--- src/rtl/linear_layer_sequencer.sv ---
// Fixed-point (Q15.16) matrix-vector sequencer: walks a weight register file
// row by row, accumulates weight*x products per row, and streams out one
// saturated result per row over a valid/ready handshake.
module linear_layer_sequencer #(
    parameter int N_ROWS    = 20,
    parameter int N_COLS    = 20,
    parameter int DATA_W    = 32,
    parameter int FRAC_BITS = 16,
    parameter int ACC_W     = 56
) (
    input  logic              clk,
    input  logic              rst,
    input  logic              start,
    output logic              busy,
    output logic              done,
    output logic [4:0]        row_addr,
    output logic [4:0]        col_addr,
    input  logic [DATA_W-1:0] weight_in,
    output logic [4:0]        x_addr,
    input  logic [DATA_W-1:0] x_in,
    output logic              y_valid,
    input  logic              y_ready,
    output logic [DATA_W-1:0] y_data,
    output logic [4:0]        y_index
);

    localparam int PROD_W  = 2 * DATA_W;
    localparam int SHIFT_W = PROD_W - FRAC_BITS;

    typedef enum logic [1:0] {IDLE, MAC, OUT, DONE} state_t;

    state_t                   state;
    logic [4:0]               row;
    logic [4:0]               col;
    logic signed [ACC_W-1:0]  acc;
    logic signed [PROD_W-1:0] product;
    logic signed [ACC_W-1:0]  term;
    logic signed [ACC_W-1:0]  acc_next;
    logic [DATA_W-1:0]        sat_y;
    logic                     unused_frac;

    assign row_addr = row;
    assign col_addr = col;
    assign x_addr   = col;

    // Product term (floor shift by the fraction width), wrapping accumulate, and saturation of the running sum
    always_comb begin
        product  = $signed(weight_in) * $signed(x_in);
        term     = {{(ACC_W - SHIFT_W){product[PROD_W-1]}}, product[PROD_W-1:FRAC_BITS]};
        acc_next = acc + term;
        if ((&acc_next[ACC_W-1:DATA_W-1]) || (~|acc_next[ACC_W-1:DATA_W-1])) begin
            sat_y = acc_next[DATA_W-1:0];
        end else if (acc_next[ACC_W-1]) begin
            sat_y = {1'b1, {(DATA_W-1){1'b0}}};
        end else begin
            sat_y = {1'b0, {(DATA_W-1){1'b1}}};
        end
    end

    // Fraction bits below the binary point are discarded by the floor shift
    assign unused_frac = ^product[FRAC_BITS-1:0];

    // Sequencing FSM with registered status and output-stream signals; the saturated
    // result is captured on the last MAC edge so it is stable for the whole OUT state
    always_ff @(posedge clk or posedge rst) begin
        if (rst) begin
            state   <= IDLE;
            row     <= '0;
            col     <= '0;
            acc     <= '0;
            busy    <= 1'b0;
            done    <= 1'b0;
            y_valid <= 1'b0;
            y_data  <= '0;
            y_index <= '0;
        end else begin
            case (state)
                IDLE: begin
                    if (start) begin
                        state <= MAC;
                        row   <= '0;
                        col   <= '0;
                        acc   <= '0;
                        busy  <= 1'b1;
                    end
                end
                MAC: begin
                    acc <= acc_next;
                    if (col == 5'(N_COLS - 1)) begin
                        col     <= '0;
                        y_data  <= sat_y;
                        y_index <= row;
                        y_valid <= 1'b1;
                        state   <= OUT;
                    end else begin
                        col <= col + 5'd1;
                    end
                end
                OUT: begin
                    if (y_ready) begin
                        y_valid <= 1'b0;
                        acc     <= '0;
                        if (row == 5'(N_ROWS - 1)) begin
                            done  <= 1'b1;
                            state <= DONE;
                        end else begin
                            row   <= row + 5'd1;
                            state <= MAC;
                        end
                    end
                end
                DONE: begin
                    done  <= 1'b0;
                    busy  <= 1'b0;
                    state <= IDLE;
                end
                default: state <= IDLE;
            endcase
        end
    end

endmodule

--- config.mk ---
export PLATFORM = sky130hd
export DESIGN_NAME = linear_layer_sequencer
export DESIGN_NICKNAME = d
export VERILOG_FILES = /design/src/rtl/linear_layer_sequencer.sv
export SDC_FILE = /design/constraint.sdc
export NUM_CORES = 2
export LEC_CHECK = 0
export ABC_AREA = 1
export CAP_MARGIN = 40
export CORE_ASPECT_RATIO = 1.4
export CORE_MARGIN = 4
export CORE_UTILIZATION = 31
export CTS_CLUSTER_SIZE = 40
export DETAILED_ROUTE_END_ITERATION = 7
export PLACE_DENSITY_LB_ADDON = 0.15
export SYNTH_ARGS = -nofsm -noshare
export SYNTH_HDL_FRONTEND = slang
export SYNTH_SLANG_ARGS = --single-unit
--- constraint.sdc ---
create_clock -name clk -period 4.1 [get_ports clk]
set_clock_uncertainty 0.15 [all_clocks]
set_input_delay 0.615 -clock clk [delete_from_list [all_inputs] [get_ports clk]]
set_output_delay 0.615 -clock clk [all_outputs]
set_load 0.005 [all_outputs]
==> reports/metrics.yaml <==
placedCellCount: 8986
num_vias: 42800
final_cell_area_mm2: 0.0686
totalWireLength_um: 181000
grt_max_degree: 58
min_from: "y_index[0]"
highest_layer: "met4"
track_usage_pct: 23.5
cts.sinks: 108
clock_latency_ns: 0.39
violations: "setup timing"
grt_pass1_wl_um: 281000
area_growth_syn_to_layout_pct: 45.9
hold_viol_final: 0
rows: 168
viasPerCell: 4.59
status: "complete, but fails checks"
critPathMaxStageDelay_ns: 0.62
clk_path_buf_depth: 2
met3_wirelength_um: 4520
grt_pass1_vias: 47400
routabilityCongestion: 0.912
cts-root-buf: "clkbuf_16"
drv_slew: 0
avgRoutedWirePerCell_um: 19.4
antenna_found_initial: 1
yosysSeqAreaShare_pct: 5.75
maxCapViolCount: 0
ys_types: 51
start_util_pct: 31.3
cpMostUsedCell: "buf_12"
instances_no_fill: 9322
synth_top_area_share_pct: 46.1
die_y_um: 469
min_period_ns: 9.63
ys_top_cells_by_area: "fa_1, nand2_1, inv_1"
core_mm2: 0.150
slowest_stage: "fa_2"
r2r_start: "acc[0]"
setup.worst_path.start_class: "input port"
clkTransAtPathRegs_ns: 0.08
critPathRequiredTime_ns: 4.28
finalNetCount: 8750
ys_ff_latch: 108
drive_above_1_share_pct: 33.3
critPathLaunch: "weight_in[31]"
die_area_mm2: 0.158
syn_area_per_cell_um2: 7.53
setup_slack_ns: -5.53
cts-htree-levels: 3
setup-violations-final: 88
whs_ns: 0.328
wl_met1_um: 67300
final_common_cell: "inv_1"
place_area_mm2: 0.0588
yosysTopAreaCell: "fa_1"
initialDrtViolationCount: 1677
dp_slack_ns: -7.00
die_x_um: 337
cts_tree: "built"
cts_made_buffers: 9
met2_length_um: 98000
ant_nets: 0
fin_crit_sh_pct: 235
hpwlAfterDp_um: 139000
drt_drc_violations_left: 0
ys.flop_type: "dfrtp_1"
boundaryPins: 123
synth_nets: 7634
grt_overflow: 0
tightest_slew_ns: 0.746
ys_warn_count: 0
hp-class: "reg -> reg"
worstSetupPathType: "in -> reg"
synthArstFlopShare_pct: 100
syn_area_mm2: 0.0470
firstDrtPassIters: 8
max-slew-margin-rel_pct: 50.3
critPathMaxFanout: 7
io_buffer_count: 122
rsz0062_at_grt: "yes"
mostFrequentLayoutCells: "inv_1, nand2_1, fa_1"
synthCells: 6246
crit_arrival_ns: 9.81
endpoint_kind: "flip-flop"
max_freq_ghz: 0.104
synth-edff-count: 0
diodes: 0
==> kinds of logic after synthesis <==
kind of cell / synth area share [%]
AOI/OAI and AO/OA: 3.47
xor gates and xnor gates: 1.56
adders and majority gates: 52.4
buffers and inverters: 16.2
DFF: 5.75
and+or+nand+nor: 20.6
==> worst paths after layout <==
check / slack (ns) / end / depth (start not counted)
worst min-delay path: 0.33 / y_index[0] / 2
max in group asynchronous: 2.46 / acc[26] / 3
worst max register to register: 0.62 / y_data[7] / 27
worst min register to register: 0.33 / y_index[0] / 2
worst max-delay path: -5.53 / y_data[7] / 51
min in group asynchronous: 0.52 / y_index[4] / 2
==> cell usage after synthesis (4+ instances only) <==
| cell type | count |
|---|---|
| buf_4 | 8 |
| fa_1 | 1082 |
| inv_1 | 1735 |
| buf_2 | 7 |
| clkbuf_1 | 213 |
| nor3_2 | 7 |
| ha_1 | 238 |
| a21oi_1 | 114 |
| clkinv_1 | 5 |
| nand3_2 | 11 |
| a31oi_1 | 21 |
| xnor2_1 | 25 |
| o21bai_1 | 7 |
| nand3_1 | 88 |
| nor4_1 | 7 |
| nor2_2 | 22 |
| nor3_1 | 15 |
| nand2_2 | 26 |
| or2_2 | 9 |
| xor2_1 | 59 |
| nand2_1 | 1977 |
| o22ai_1 | 4 |
| nand4_1 | 47 |
| dfrtp_1 | 108 |
| a21o_1 | 4 |
| o21ai_0 | 132 |
| inv_2 | 36 |
| nor2_1 | 199 |
==> sequential cells by signal, indices dropped and copies added (netlist names) <==
signal / flops
state: 2
acc: 56
row_addr: 5
done: 1
y_index: 5
col_addr: 5
busy: 1
y_valid: 1
y_data: 32
==> layer usage <==
metal / track usage (%) / up-vias
met5: 0 / -
met4: 11.1 / 0
met3: 1.48 / 357
met2: 45.1 / 755
met1: 26.3 / 21700
li1: - / 19900
==> what timing repair did <==
item | CTS | global route
gates resized for setup | 1345 | 426
hold buffers | 0 | 0
setup buffers | 249 | 47
pin swaps | 493 | 334
setup endpoints to repair | 88 | 88
gates cloned | 54 | 0
==> through the flow <==
step	setup TNS, ns	utilization [%]
after floorplan	-374.75	-
after global placement	-535.59	39.2
after detailed placement	-537.07	39.2
after CTS	-418.59	44.5
after global routing	-447.07	45.7
final	-419.32	45.7
==> final cells by class <==
type | instances | area, µm²
Clock buffer | 10 | 229
Sequential cell | 108 | 2700
Tap cell | 1955 | 2450
Fill cell | 14800 | 81700
Multi-Input combinational cell | 4132 | 42600
Timing Repair Buffer | 1335 | 13900
Inverter | 1776 | 6720
Clock inverter | 6 | 53.8
==> critical path: cells and delay by family <==
| family | cells | cell delay [ns] |
|---|---|---|
| AOI/OAI and AO/OA | 1 | 0.25 |
| and+or+nand+nor | 23 | 2.25 |
| xor gates and xnor gates | 1 | 0.15 |
| adders and majority gates | 10 | 4.87 |
| buffers and inverters | 16 | 1.63 |
Power is not shown: default switching activity piles up to over one toggle a cycle in this logic, so the estimate is an artifact.
